==> config.mk <==
export PLATFORM = sky130hd
export DESIGN_NAME = program_loader
export DESIGN_NICKNAME = d
export VERILOG_FILES = /design/src/rtl/cpu_pkg.sv /design/src/rtl/byte_to_word_packer.sv /design/src/rtl/program_loader.sv
export SDC_FILE = /design/constraint.sdc
export NUM_CORES = 1
export LEC_CHECK = 0
export CORE_MARGIN = 8
export CORE_UTILIZATION = 25
export CTS_BUF_LIST = sky130_fd_sc_hd__clkbuf_2
export CTS_CLUSTER_DIAMETER = 100
export DETAILED_ROUTE_END_ITERATION = 7
export GPL_TIMING_DRIVEN = 0
export SYNTH_ARGS = -nofsm -noshare
export SYNTH_HDL_FRONTEND = slang
export SYNTH_SLANG_ARGS = --single-unit
==> constraint.sdc <==
create_clock -name clk -period 3.6 [get_ports clk]
set_input_delay 0.9 -clock clk [delete_from_list [all_inputs] [get_ports clk]]
set_output_delay 0.9 -clock clk [all_outputs]
set_load 0.02 [all_outputs]
==> src/rtl/cpu_pkg.sv <==
// Shared CPU-side definitions: loader FSM states, memory sizing defaults and
// small state-classification helpers used by the program loader.
package cpu_pkg;

    localparam int unsigned XLEN               = 32;
    localparam int unsigned BYTE_W             = 8;
    localparam int unsigned LEN_W              = 16;
    localparam int unsigned DEFAULT_IMEM_DEPTH = 256;

    typedef enum logic [2:0] {
        IDLE,
        LEN0,
        LEN1,
        DATA,
        CSUM,
        DONE,
        ERROR
    } loader_state_t;

    // States in which a frame is being received and bytes are accepted.
    function automatic logic is_frame_state(input loader_state_t s);
        return (s inside {LEN0, LEN1, DATA, CSUM});
    endfunction

    // States from which a start pulse arms a new load.
    function automatic logic is_armable(input loader_state_t s);
        return (s inside {IDLE, DONE, ERROR});
    endfunction

endpackage

==> src/rtl/byte_to_word_packer.sv <==
// Packs little-endian stream bytes into 32-bit words and keeps the running
// XOR checksum of every byte it is given.
//   clk, rst      : clock, async active-low reset
//   clear         : synchronous restart of lane index, assembly and checksum
//   byte_valid    : byte_in is consumed this cycle
//   byte_in       : payload byte
//   byte_idx      : lane the next byte lands in (0..3)
//   word_valid    : one-cycle pulse, word_data holds a complete word
//   word_data     : last completed word
//   csum          : XOR of all bytes consumed since clear
module byte_to_word_packer
    import cpu_pkg::*;
(
    input  logic              clk,
    input  logic              rst,
    input  logic              clear,
    input  logic              byte_valid,
    input  logic [BYTE_W-1:0] byte_in,
    output logic [1:0]        byte_idx,
    output logic              word_valid,
    output logic [XLEN-1:0]   word_data,
    output logic [BYTE_W-1:0] csum
);

    // Lanes 0..2 are held here; lane 3 goes straight into word_data.
    logic [XLEN-BYTE_W-1:0] asm_q;

    // Byte assembly, word completion pulse and running checksum.
    always_ff @(posedge clk or negedge rst) begin
        if (!rst) begin
            byte_idx   <= '0;
            asm_q      <= '0;
            word_valid <= 1'b0;
            word_data  <= '0;
            csum       <= '0;
        end else begin
            word_valid <= 1'b0;
            if (clear) begin
                byte_idx <= '0;
                asm_q    <= '0;
                csum     <= '0;
            end else if (byte_valid) begin
                byte_idx <= byte_idx + 2'd1;
                csum     <= csum ^ byte_in;
                case (byte_idx)
                    2'd0: asm_q[7:0]   <= byte_in;
                    2'd1: asm_q[15:8]  <= byte_in;
                    2'd2: asm_q[23:16] <= byte_in;
                    default: begin
                        word_data  <= {byte_in, asm_q};
                        word_valid <= 1'b1;
                    end
                endcase
            end
        end
    end

endmodule

==> src/rtl/program_loader.sv <==
// Byte-stream boot loader: receives a length-prefixed, XOR-checksummed image,
// writes it word by word into instruction memory and keeps the CPU in reset
// until a complete, checksum-valid image has landed.
//   clk, rst       : clock, async active-low reset
//   start          : pulse, arms a new load from IDLE/DONE/ERROR
//   s_data/s_valid : host byte stream, accepted when s_valid && s_ready
//   s_ready        : loader is inside a frame and accepting bytes
//   imem_we/addr/wdata : instruction-memory write port, one strobe per word
//   cpu_rst_hold   : high holds the CPU in reset
//   load_done      : image written and checksum matched
//   load_err       : length overflow or checksum mismatch
//   words_loaded   : words written in the current load
module program_loader
    import cpu_pkg::*;
#(
    parameter int unsigned IMEM_DEPTH = DEFAULT_IMEM_DEPTH,
    parameter int unsigned ADDR_W     = $clog2(IMEM_DEPTH)
) (
    input  logic              clk,
    input  logic              rst,
    input  logic              start,
    input  logic [BYTE_W-1:0] s_data,
    input  logic              s_valid,
    output logic              s_ready,
    output logic              imem_we,
    output logic [ADDR_W-1:0] imem_addr,
    output logic [XLEN-1:0]   imem_wdata,
    output logic              cpu_rst_hold,
    output logic              load_done,
    output logic              load_err,
    output logic [LEN_W-1:0]  words_loaded
);

    loader_state_t     state_q;
    loader_state_t     state_d;
    logic [BYTE_W-1:0] len_lo_q;
    logic [LEN_W-1:0]  len_q;
    logic [LEN_W-1:0]  word_cnt_q;

    logic              accept_c;
    logic              arm_c;
    logic [LEN_W-1:0]  len_c;
    logic              word_end_c;
    logic              last_word_c;
    logic              s_ready_d;
    logic              load_done_d;
    logic              load_err_d;
    logic              cpu_rst_hold_d;

    logic [1:0]        byte_idx;
    logic [BYTE_W-1:0] csum;

    assign accept_c    = s_valid && s_ready;
    assign arm_c       = start && is_armable(state_q);
    assign len_c       = {s_data, len_lo_q};
    assign word_end_c  = accept_c && (state_q == DATA) && (byte_idx == 2'd3);
    assign last_word_c = ((word_cnt_q + 16'd1) == len_q);

    byte_to_word_packer u_packer (
        .clk        (clk),
        .rst        (rst),
        .clear      (arm_c),
        .byte_valid (accept_c && (state_q == DATA)),
        .byte_in    (s_data),
        .byte_idx   (byte_idx),
        .word_valid (imem_we),
        .word_data  (imem_wdata),
        .csum       (csum)
    );

    // Next state and next values of the registered status outputs.
    always_comb begin
        state_d = state_q;
        case (state_q)
            IDLE, DONE, ERROR: begin
                if (start) state_d = LEN0;
            end
            LEN0: begin
                if (accept_c) state_d = LEN1;
            end
            LEN1: begin
                if (accept_c) begin
                    if (32'(len_c) > 32'(IMEM_DEPTH)) state_d = ERROR;
                    else if (len_c == '0)             state_d = CSUM;
                    else                              state_d = DATA;
                end
            end
            DATA: begin
                if (word_end_c && last_word_c) state_d = CSUM;
            end
            CSUM: begin
                if (accept_c) state_d = (s_data == csum) ? DONE : ERROR;
            end
            default: state_d = IDLE;
        endcase

        s_ready_d      = is_frame_state(state_d);
        load_done_d    = (state_d == DONE);
        load_err_d     = (state_d == ERROR);
        // Release the CPU only once DONE has been held for a full cycle.
        cpu_rst_hold_d = !((state_q == DONE) && (state_d == DONE));
    end

    // State, length/word bookkeeping, write address and status registers.
    always_ff @(posedge clk or negedge rst) begin
        if (!rst) begin
            state_q      <= IDLE;
            s_ready      <= 1'b0;
            load_done    <= 1'b0;
            load_err     <= 1'b0;
            cpu_rst_hold <= 1'b1;
            len_lo_q     <= '0;
            len_q        <= '0;
            word_cnt_q   <= '0;
            imem_addr    <= '0;
            words_loaded <= '0;
        end else begin
            state_q      <= state_d;
            s_ready      <= s_ready_d;
            load_done    <= load_done_d;
            load_err     <= load_err_d;
            cpu_rst_hold <= cpu_rst_hold_d;
            if (arm_c) begin
                len_lo_q     <= '0;
                len_q        <= '0;
                word_cnt_q   <= '0;
                imem_addr    <= '0;
                words_loaded <= '0;
            end else begin
                if (accept_c && (state_q == LEN0)) len_lo_q <= s_data;
                if (accept_c && (state_q == LEN1)) len_q <= len_c;
                if (word_end_c) word_cnt_q <= word_cnt_q + 16'd1;
                // Address and count advance after the strobe has been issued.
                if (imem_we) begin
                    imem_addr    <= imem_addr + ADDR_W'(1);
                    words_loaded <= words_loaded + 16'd1;
                end
            end
        end
    end

endmodule

After elaboration in Yosys (flattened, before gate mapping)
Index checks and enable logic that the tools add are counted.
Cells by class
  add/sub/neg operators: 4
  multiplexer cells: 31
  equality and inequality tests: 17
  multiply operators: 0
  reduce and logical (&&, ||, !) cells: 28
  order comparisons: 1
  shifts and indexed selects: 0
  bitwise logic cells: 3
  div/mod/pow operators: 0
Operators with widths (count)
  16-bit 2-to-1 mux: 6
  8-bit 2-to-1 mux: 9
  24-bit 2-to-1 mux: 2
  16-bit by 1-bit adder with 16-bit output (second input constant): 2
  3-bit 2-to-1 mux: 7
  3-bit == test (second input constant): 6
  16-bit == test: 1
  16-bit by 9-bit greater-than comparator with 1-bit output (second input constant): 1
  16-bit zero test: 1
  2-bit nonzero test: 8
  3-bit case mux with 5 select lines: 1
  3-bit by 2-bit == test with 1-bit output (second input constant): 4
  8-bit by 1-bit adder with 8-bit output (second input constant): 1
  8-bit == test: 1
  1-bit logical AND: 8
  8-bit XOR: 1
  3-bit by 1-bit == test with 1-bit output (second input constant): 2
  2-bit 2-to-1 mux: 3
  2-bit AND reduction: 3
  3-bit OR reduction: 2
  2-bit == test (second input constant): 2
  4-bit nonzero test: 1
  3-bit zero test: 1
  1-bit 2-to-1 mux: 3
  7 further kinds: 8
Word-level totals
  memories: 0
  input port bits: 12
  word-level logic and storage cells: 101
  bits in latches: 0
  memory bits (read-only): 0
  flip-flop bits (word level): 138
  RAM bits: 0
  output and inout port bits: 61

Depth between registers and ports, before layout
Gate-level depths: netlist of run 1.
  depth after elaboration: 9
  mapped depth: 8
  depth with buffers taken out: 7

Modules after synthesis
From an unflattened synthesis of run 1, not the netlist that was laid out.
Second synthesis, totals
  cell total of the unflattened synthesis: 692
  area, all modules: 7116.8 sq um
By module, submodules not included
  program_loader: sequential area each 1778.0 sq um, cells an instance 465, area each 4093.9 sq um, instances 1
  byte_to_word_packer: sequential area each 1676.6 sq um, cells an instance 227, area each 3022.9 sq um, instances 1

Worst setup path after synthesis of run 1
OpenSTA, ideal clock, no wires.
  path type: in2reg
  from: input port s_data[3]
  to: register s_ready
  arrival: 2.378 ns
  library setup time: 0.125 ns
  setup slack: 1.098 ns
  data required time: 3.475 ns
  buffers on the path: 1
  stages on the path: 7
  path through: clkbuf_1 xnor2_1 nand4_1 or2_2 a311oi_1 nand2_1 mux2_2
On the way
  word-level cells in the longest chain between the ends: 7
  elaborated cells between the ends (all ways): 14
  classes of those cells: 1 x order compare; 5 x eq/ne; 6 x mux; 2 x reduce/logical
Ends and longest elaborated chain
  from (decl): RTL line program_loader.sv:22  | input logic [BYTE_W-1:0] s_data,
  branches (longest 4 deep; another with 16-bit by 9-bit greater-than comparator with 1-bit output)
  3-bit case mux with 5 select lines *: RTL line program_loader.sv:74  | case (state_q)
  3-bit by 1-bit == test with 1-bit output, or another cell as far along: RTL line cpu_pkg.sv:22  | return (s inside {LEN0, LEN1, DATA, CSUM});
  4-bit nonzero test *: RTL line cpu_pkg.sv:22
  net s_ready_d: RTL line program_loader.sv:45  | logic s_ready_d;
  to (signal assigned): RTL line program_loader.sv:119  | s_ready <= s_ready_d;
  to (decl): RTL line program_loader.sv:24  | output logic s_ready,
Mark *: on every way through the listed nets, which the timed path passes.
A chain may end at the register's enable or synchronous reset.

Worst setup path after layout of run 1
  from: register cpu_rst_hold
  to: output port cpu_rst_hold
RTL lines
  from (decl): RTL line program_loader.sv:28  | output logic cpu_rst_hold,
  from (signal assigned): RTL line program_loader.sv:122  | cpu_rst_hold <= cpu_rst_hold_d;
No word-level cell between the ends.

==> flow_metrics.tcl, run 1 <==
set metrics [dict create \
    syn2layout_area_growth_pct 20.3 \
    worst_pin_slew_ps 750 \
    crit_family "buffers and inverters" \
    final_core_util 0.306 \
    clk_latency_ps 730 \
    peakVddDrop_mv 0.225 \
    grt_pass1_vias 5337 \
    status "finished clean" \
    cts-root-buf "clkbuf_2" \
    pre_cts_ws_ps 247 \
    grt_max_degree 96 \
    io_buffer_count 65 \
    worstPathCellList "clkdlybuf4s50_1" \
    dieArea_um2 31900 \
    fmax_ghz 0.361 \
    dr.pass1.iters 5 \
    reg2reg_depth 8 \
    critPathLaunchType "flop" \
    ys.flop_type "dfrtp_1" \
    r2r_start "state_q[1]$_DFF_PN0_" \
    drt_wl_total_um 17600 \
    yosysSeqAreaShare 0.523 \
    maxSlewViolCount 0 \
    ys_ff_latch 138 \
    die_x_um 179 \
    hold_path_class "input port to async pin" \
    crit_path_max_incr_delay_ps 600 \
    relSlewSlack 0.498 \
    initial_core_util 0.254 \
    timing.rr.end "u_packer.word_data[21]$_DFFE_PN0P_" \
    crit_buf_inv 1 \
    synth.avg_cell_area_um2 9.12 \
    final_cell_count_no_fill 1157 \
    async_reset_ff_frac 1.00 \
    reg2reg_setup_slack_ps 990 \
    synth_top_area_cell "dfrtp_1" \
    vias 5311 \
    layout_commonest_cell "nand2_1" \
    netlist_top_cells_area "dfrtp_1 52%, nand2_1 12%, xor2_1 4.5%, xnor2_1 3.7%, a21oi_1 3.4%" \
    wire_per_inst_um 15.2 \
    clock_sinks 138 \
    placed_cell_area_um2 7700 \
    layout-drive-gt1-share 0.0633 \
    globalplace.congestion 0.815 \
    cts_tree "built" \
    final.min_clock_period_ps 2770 \
    grt_usage 0.113 \
    via_per_inst 4.59 \
    rsz0062_at_grt "no" \
    critPathKind "flop to primary output" \
    grt_overflow 0 \
    place_inst 1125 \
    synth_cells 724 \
    netlist.area_leader.share 0.519 \
    synth.distinct_cells 58 \
    power.density_nw_per_um2 530 \
    crit_fanout 1 \
    p_leak_nw 3.50 \
    crit_path_top_delay_cell "clkdlybuf4s50_1" \
    finish.instance_area_um2 7950 \
    synth-edff-count 0 \
    design.core.area_um2 26000 \
    finClkSkew_ps 36.0 \
    clk_pin_slew_worst_paths_ps 190 \
    num_io_pins 73 \
    final_hold_viol_count 0 \
    cp.arrival_ps 1870 \
    setup_ws_ps 833 \
    grt_pass1_wl_um 28600 \
    nNetsFinal 828 \
    rows 59 \
    first_iter_violations 364 \
    mostFrequentLayoutCells "203 x nand2_1, 137 x dfrtp_1, 64 x clkdlybuf4s50_1" \
    finalCritPeriodShare 0.769 \
    ctsResizeCount 0 \
    setup_viol 0 \
    htreeDepth 4 \
    cts_inserted_buffers 17 \
    antenna_found_initial 0 \
    post-route-drc-count 0 \
    fp.dieH_um 179 \
    drv_cap 0 \
    netlist_area_um2 6610 \
    critPathCaptureType "primary output" \
    ant_nets 0 \
    dpl.hpwl_um 12300 \
    antenna_cells 0 \
    post_cts.repair.setup_buffers 0 \
    syn-num-nets 743 \
    required_ps 2700 \
    yosysWarningCount 0 \
    cts_max_path_buffers 2 \
    hold_buffers 0 \
]
-- report_power, final --
group / internal (mW) / leakage, nW / switching, mW
combinational: 0.497 / 1.47 / 0.767
sequential: 1.80 / 1.90 / 0.194
clock: 0.372 / 0.132 / 0.587
total: 2.67 / 3.50 / 1.55
-- cell type report --
cell class	count	area [um^2]
sequential	138	3450
inverter	7	26.3
clock inverter	15	158
multi-input combinational	532	2930
fill	2780	18000
timing repair buffer	66	679
buffer	47	198
clock buffer	17	85.1
tap	335	419
-- flip-flops by register name (all words and copies together), names as in the netlist --
register,count
cpu_rst_hold,1
imem_addr,8
len_lo_q,8
len_q,16
load_done,1
load_err,1
s_ready,1
state_q,3
u_packer.asm_q,24
u_packer.byte_idx,2
u_packer.csum,8
u_packer.word_data,32
u_packer.word_valid,1
word_cnt_q,16
words_loaded,16
-- cell usage after synthesis (all sizes together), types with 5 or more instances --
master and count:
a21oi 45, buf 11, inv 7, xor2 34
xnor2 28, nor4 5, ha 7, o21ai 23
mux2i 11, o31ai 7, nor2 56, dfrtp 137
nand2 203, clkbuf 36, nand4 16, nor3 8
nand3 36, and3 5
-- how the worst max path moves through the flow --
stage | end | slack, ps | cells after the start | start
3_5_place_dp | u_packer.word_data[21]$_DFFE_PN0P_ | 250 | 8 | s_valid
2_1_floorplan | s_ready$_DFF_PN0_ | 1100 | 7 | s_data[3]
3_3_place_gp | u_packer.word_data[5]$_DFFE_PN0P_ | -4070 | 1 | rst
6_report | cpu_rst_hold | 830 | 1 | cpu_rst_hold$_DFF_PN1_
4_1_cts | cpu_rst_hold | 750 | 1 | cpu_rst_hold$_DFF_PN1_
5_1_grt | cpu_rst_hold | 720 | 1 | cpu_rst_hold$_DFF_PN1_
-- logic make-up after synthesis --
logic type,share of synthesized area
adders and majority gates,0.0148
xor gates and xnor gates,0.0858
DFF,0.523
and+or+nand+nor,0.237
buffers and inverters,0.0339
AOI/OAI and AO/OA,0.0858
muxes,0.0201
-- metal layers --
metal	routed length, um	global-route usage
met5	0	0
met4	169	0.0241
met2	8120	0.178
met3	906	0.0339
met1	8370	0.151
-- per-stage QoR --
stage / power, mW / hold WS, ps / TNS, ps
final: 4.21 / 74.9 / 0
after global routing: 4.50 / 39.7 / 0
after CTS: 4.25 / 45.5 / 0
after detailed placement: 3.29 / 457 / 0
after global placement: 3.26 / 454 / -559390
after floorplan: 2.89 / 439 / 0
(Power assumes the default switching activity.)
==> run 2, diff against run 1 <==
==> constraint.sdc (replaced) <==
create_clock -name clk -period 2.26 [get_ports clk]
set_input_delay 0.565 -clock clk [delete_from_list [all_inputs] [get_ports clk]]
set_output_delay 0.565 -clock clk [all_outputs]
set_load 0.02 [all_outputs]
==> run 2 against run 1 <==
- core utilization grew 0.95 points
- the run now ends with negative setup slack left
- highest routed layer unchanged
- via count grew 0.75%
- sequential power grew 59%
- setup slack lost 910 ps
- flip-flop and latch count is the same
- combinational power grew 66%
==> flow_metrics.tcl, run 2 (synthesis results as in run 1) <==
set metrics [dict create \
    status "finished with violations" \
    violations "negative setup slack" \
    io_buffer_count 65 \
    wire_per_inst_um 15.0 \
    initial_core_util 0.254 \
    drt_wl_total_um 17600 \
    required_ps 2920 \
    placed_cell_area_um2 7710 \
    ant_nets 0 \
    layout_top_registers "u_packer.word_data (32), u_packer.asm_q (24)" \
    finalCritPeriodShare 1.03 \
    clk_pin_slew_worst_paths_ps 210 \
    fp.dieH_um 179 \
    vias 5351 \
    setup_ws_ps -74.2 \
    cts_inserted_buffers 17 \
    syn2layout_area_growth_pct 24.0 \
    setup_viol 1 \
    pre_cts_ws_ps -709 \
    hold_path_class "input port to flop" \
    critPathLaunchType "flop" \
    cts_tree "built" \
    rsz0062_at_grt "yes" \
    clk_latency_ps 710 \
    mostFrequentLayoutCells "202 x nand2_1, 133 x dfrtp_1, 60 x dlygate4sd2_1" \
    final_core_util 0.315 \
    fmax_ghz 0.428 \
    finClkSkew_ps 35.9 \
    grt_pass1_vias 5117 \
    place_inst 1125 \
    crit_fanout 6 \
    num_io_pins 73 \
    first_iter_violations 240 \
    critPathCaptureType "flop" \
    largest_reg_flops 32 \
    whs_ps 286 \
    final_hold_viol_count 0 \
    antenna_found_initial 0 \
    highest_layer "met4" \
    antenna_cells 0 \
    dpl.hpwl_um 12100 \
    wl_met2_um 8430 \
    final.min_clock_period_ps 2330 \
    p_leak_nw 4.00 \
    cp.arrival_ps 2990 \
    critPathKind "flop to flop" \
    design.core.area_um2 26000 \
    relSlewSlack 0.543 \
    globalplace.congestion 0.811 \
    seq_area_um2 3460 \
    p_total_mw 6.64 \
    setup-tns-final_ps -74.2 \
    worst_pin_slew_ps 686 \
    grt_pass1_wl_um 27700 \
    maxSlewViolCount 0 \
    rows 59 \
    dr.pass1.iters 4 \
    met3_length_um 938 \
    clock_sinks 138 \
    layout-drive-gt1-share 0.128 \
    largest-register "u_packer.word_data" \
    layout_commonest_cell "nand2_1" \
    die_x_um 179 \
    power.density_nw_per_um2 811 \
    htreeDepth 4 \
    grt_usage 0.109 \
    peakVddDrop_mv 0.324 \
    multi_input_area_um2 3070 \
    grt_max_degree 71 \
    nNetsFinal 849 \
    finish.instance_area_um2 8190 \
    post-route-drc-count 0 \
    cts_max_path_buffers 2 \
    final_cell_count_no_fill 1178 \
    cts-root-buf "clkbuf_2" \
    grt_overflow 0 \
    via_per_inst 4.54 \
    drv_cap 0 \
    fillers 2775 \
    met1_length_um 8110 \
    dieArea_um2 31900 \
]
## run 2: changes by cell type in the layout (fill, tap and decap cells not counted), sizes merged, moves of 2 or more
| cell | previous run | this run |
|---|---|---|
| clkdlybuf4s50 | 64 | 3 |
| dlygate4sd2 | 0 | 60 |
| clkbuf | 53 | 59 |
| buf | 13 | 31 |
| clkinvlp | 5 | 3 |
## run 2: power by group
group | internal [mW] | switching [mW]
Combinational | 0.813 | 1.27
Clock | 0.503 | 0.887
Sequential | 2.86 | 0.302
Total | 4.18 | 2.46
## run 2: final cells by class
type	count	share of cell area
multi-input cells	532	0.374
flip-flops and latches	138	0.422
clock buffers	21	0.0128
repair buffers	87	0.0961
inverters	7	0.00367
plain buffers	47	0.0267
well taps	335	0.0512
clock inverters	11	0.0128
## run 2: timing repair
item / CTS / global route
hold buffers: 1 / 0
resized for setup: 78 / 39
cloned: 0 / 0
setup buffers: 6 / 14
endpoints found under the setup margin: 159 / 44
pin swaps: 3 / 6
hold endpoints to repair: 68 / 0
## run 2: path summary, 6_finish.rpt
check,start,end,slack (ps),cells past startpoint
min,s_data[6],u_packer.word_data[30]$_DFFE_PN0P_,290,3
max in group asynchronous,rst,len_q[15]$_DFFE_PN0P_,1050,3
max,word_cnt_q[6]$_DFFE_PN0P_,cpu_rst_hold$_DFF_PN1_,-70,8
min in group asynchronous,rst,words_loaded[10]$_DFFE_PN0P_,410,2
min reg2reg,u_packer.asm_q[21]$_DFFE_PN0P_,u_packer.word_data[21]$_DFFE_PN0P_,480,2
max reg2reg,word_cnt_q[6]$_DFFE_PN0P_,cpu_rst_hold$_DFF_PN1_,-70,8
## run 2: layer usage
layer | up-vias | global-route usage
met5 | - | 0
met4 | 0 | 0.0286
met3 | 12 | 0.0326
met2 | 109 | 0.175
met1 | 2604 | 0.142
li1 | 2626 | -
## run 2: worst max-delay path: stages (launching register included)
cell	delay, ps
dfrtp_1	380
buf_6	120
nand4_1	120
buf_6	150
nor3_4	190
xor3_1	380
nor4_4	270
nand4_2	250
a2111o_1	440
==> RTL edit: new RTL, settings of run 2 <==
`XLEN`: 32 -> 64.
--- a/src/rtl/cpu_pkg.sv
+++ b/src/rtl/cpu_pkg.sv
@@ -2,7 +2,7 @@
 // small state-classification helpers used by the program loader.
 package cpu_pkg;
 
-    localparam int unsigned XLEN               = 32;
+    localparam int unsigned XLEN               = 64;
     localparam int unsigned BYTE_W             = 8;
     localparam int unsigned LEN_W              = 16;
     localparam int unsigned DEFAULT_IMEM_DEPTH = 256;
Interface: changed (resized imem_wdata); port bits go from 73 to 105. The function was not compared with the original's and may differ.
==> RTL edit against run 2 <==
Setup slack improved by 0.080 ns; wire length is 4.0% higher; core utilization about the same; sequential cell count stayed put; critical endpoint unchanged; synthesized area grew 3.7%; power is 1.6% higher; design area increased by 3.7%; combinational power up 7%; critical path depth decreased by 2.
==> RTL edit: results (changes against run 2) <==
Placement
  – Detailed Place HPWL: 12,910 um (+6.5%)
  – Placed Instances: 1,195 (+6.2%)
  – RePlAce Congestion: 0.7875 (-2.9%)
  – Post-Place Worst Slack: -0.7446 ns (-0.03513 ns)
  – Placed cell area: 8078 um^2 (+4.8%)

Clocking
  – Worst-skew pair later-pin latency: 0.74 ns (+0.03 ns)
  – Post-CTS Setup Bufs: 7 (+1)
  – Clock-pin slew on the worst setup and hold paths: 0.23 ns (+0.02 ns)

Synthesis
  – Mux contribution to synthesized area: 1.936% (-0.072 points)
  – Synth Area in XOR/XNOR: 8.275% (-0.31 points)
  – Largest cells by area after synthesis: dfrtp_1 50%, nand2_1 11%, xor2_1 4.3%, buf_4 3.8%, xnor2_1 3.6%
  – Synth Area in Adders: 1.425% (-0.053 points)
  – Compound-gate portion of the synthesized area: 8.275% (-0.31 points)
  – Seq/Total Area, Yosys: 50.44% (-1.9 points)

Timing
  – Slew HR: 51.05% (-3.2 points)
  – Tcrit/Tclk final: 99.76% (-3.5 points)
  – Clock Skew: 0.04101 ns (+0.005094 ns)

Setup path
  – Worst r2r src: word_cnt_q[7]
  – Reg2Reg Depth: 6 (-2)
  – Max FO, Critical Path: 7 (+1)

Hold path
  – Worst min-delay path startpoint: s_data[7]

Global routing
  – Total Routing Usage GR: 11.09% (+0.14 points)
  – Vias in the first global route: 5,370 (+4.9%)
  – Met1 usage: 14.01% (-0.20 points)

Drt
  – Met3 routed WL: 1132 um (+21%)
  – Met2 WL: 8537 um (+1.3%)
  – Via/cell ratio: 4.459 (-1.8%)
  – Initial drt markers: 369 (+54%)

Status
  – Outcome: finished, final reports clean

Layout
  – Share of cells above drive strength 1: 15.19% (+2.4 points)
==> RTL edit: cell count changes after synthesis <==
cell | before | now
conb_1 | 0 | 1
buf_4 | 3 | 35
==> RTL edit: cell type report <==
type / instances / area [um^2] / area share (%)
Sequential cell: 138 / 3460 / 40.73
Multi-Input combinational cell: 564 / 3168 / 37.30
Timing Repair Buffer: 83 / 742.0 / 8.736
Buffer: 78 / 456.7 / 5.377
Tap cell: 341 / 426.7 / 5.024
Clock inverter: 15 / 125.1 / 1.473
Clock buffer: 17 / 85.08 / 1.002
Inverter: 7 / 30.03 / 0.3536
==> RTL edit: power by group <==
| part | switching [W] | internal, W |
|---|---|---|
| logic | 0.00137 | 0.000873 |
| registers | 0.000290 | 0.00286 |
| clock network | 0.000962 | 0.000396 |
==> RTL edit: worst min-delay path: stages <==
cell and delay, ns:
clkbuf_1 0.25, nand2_1 0.12, nand2_1 0.05
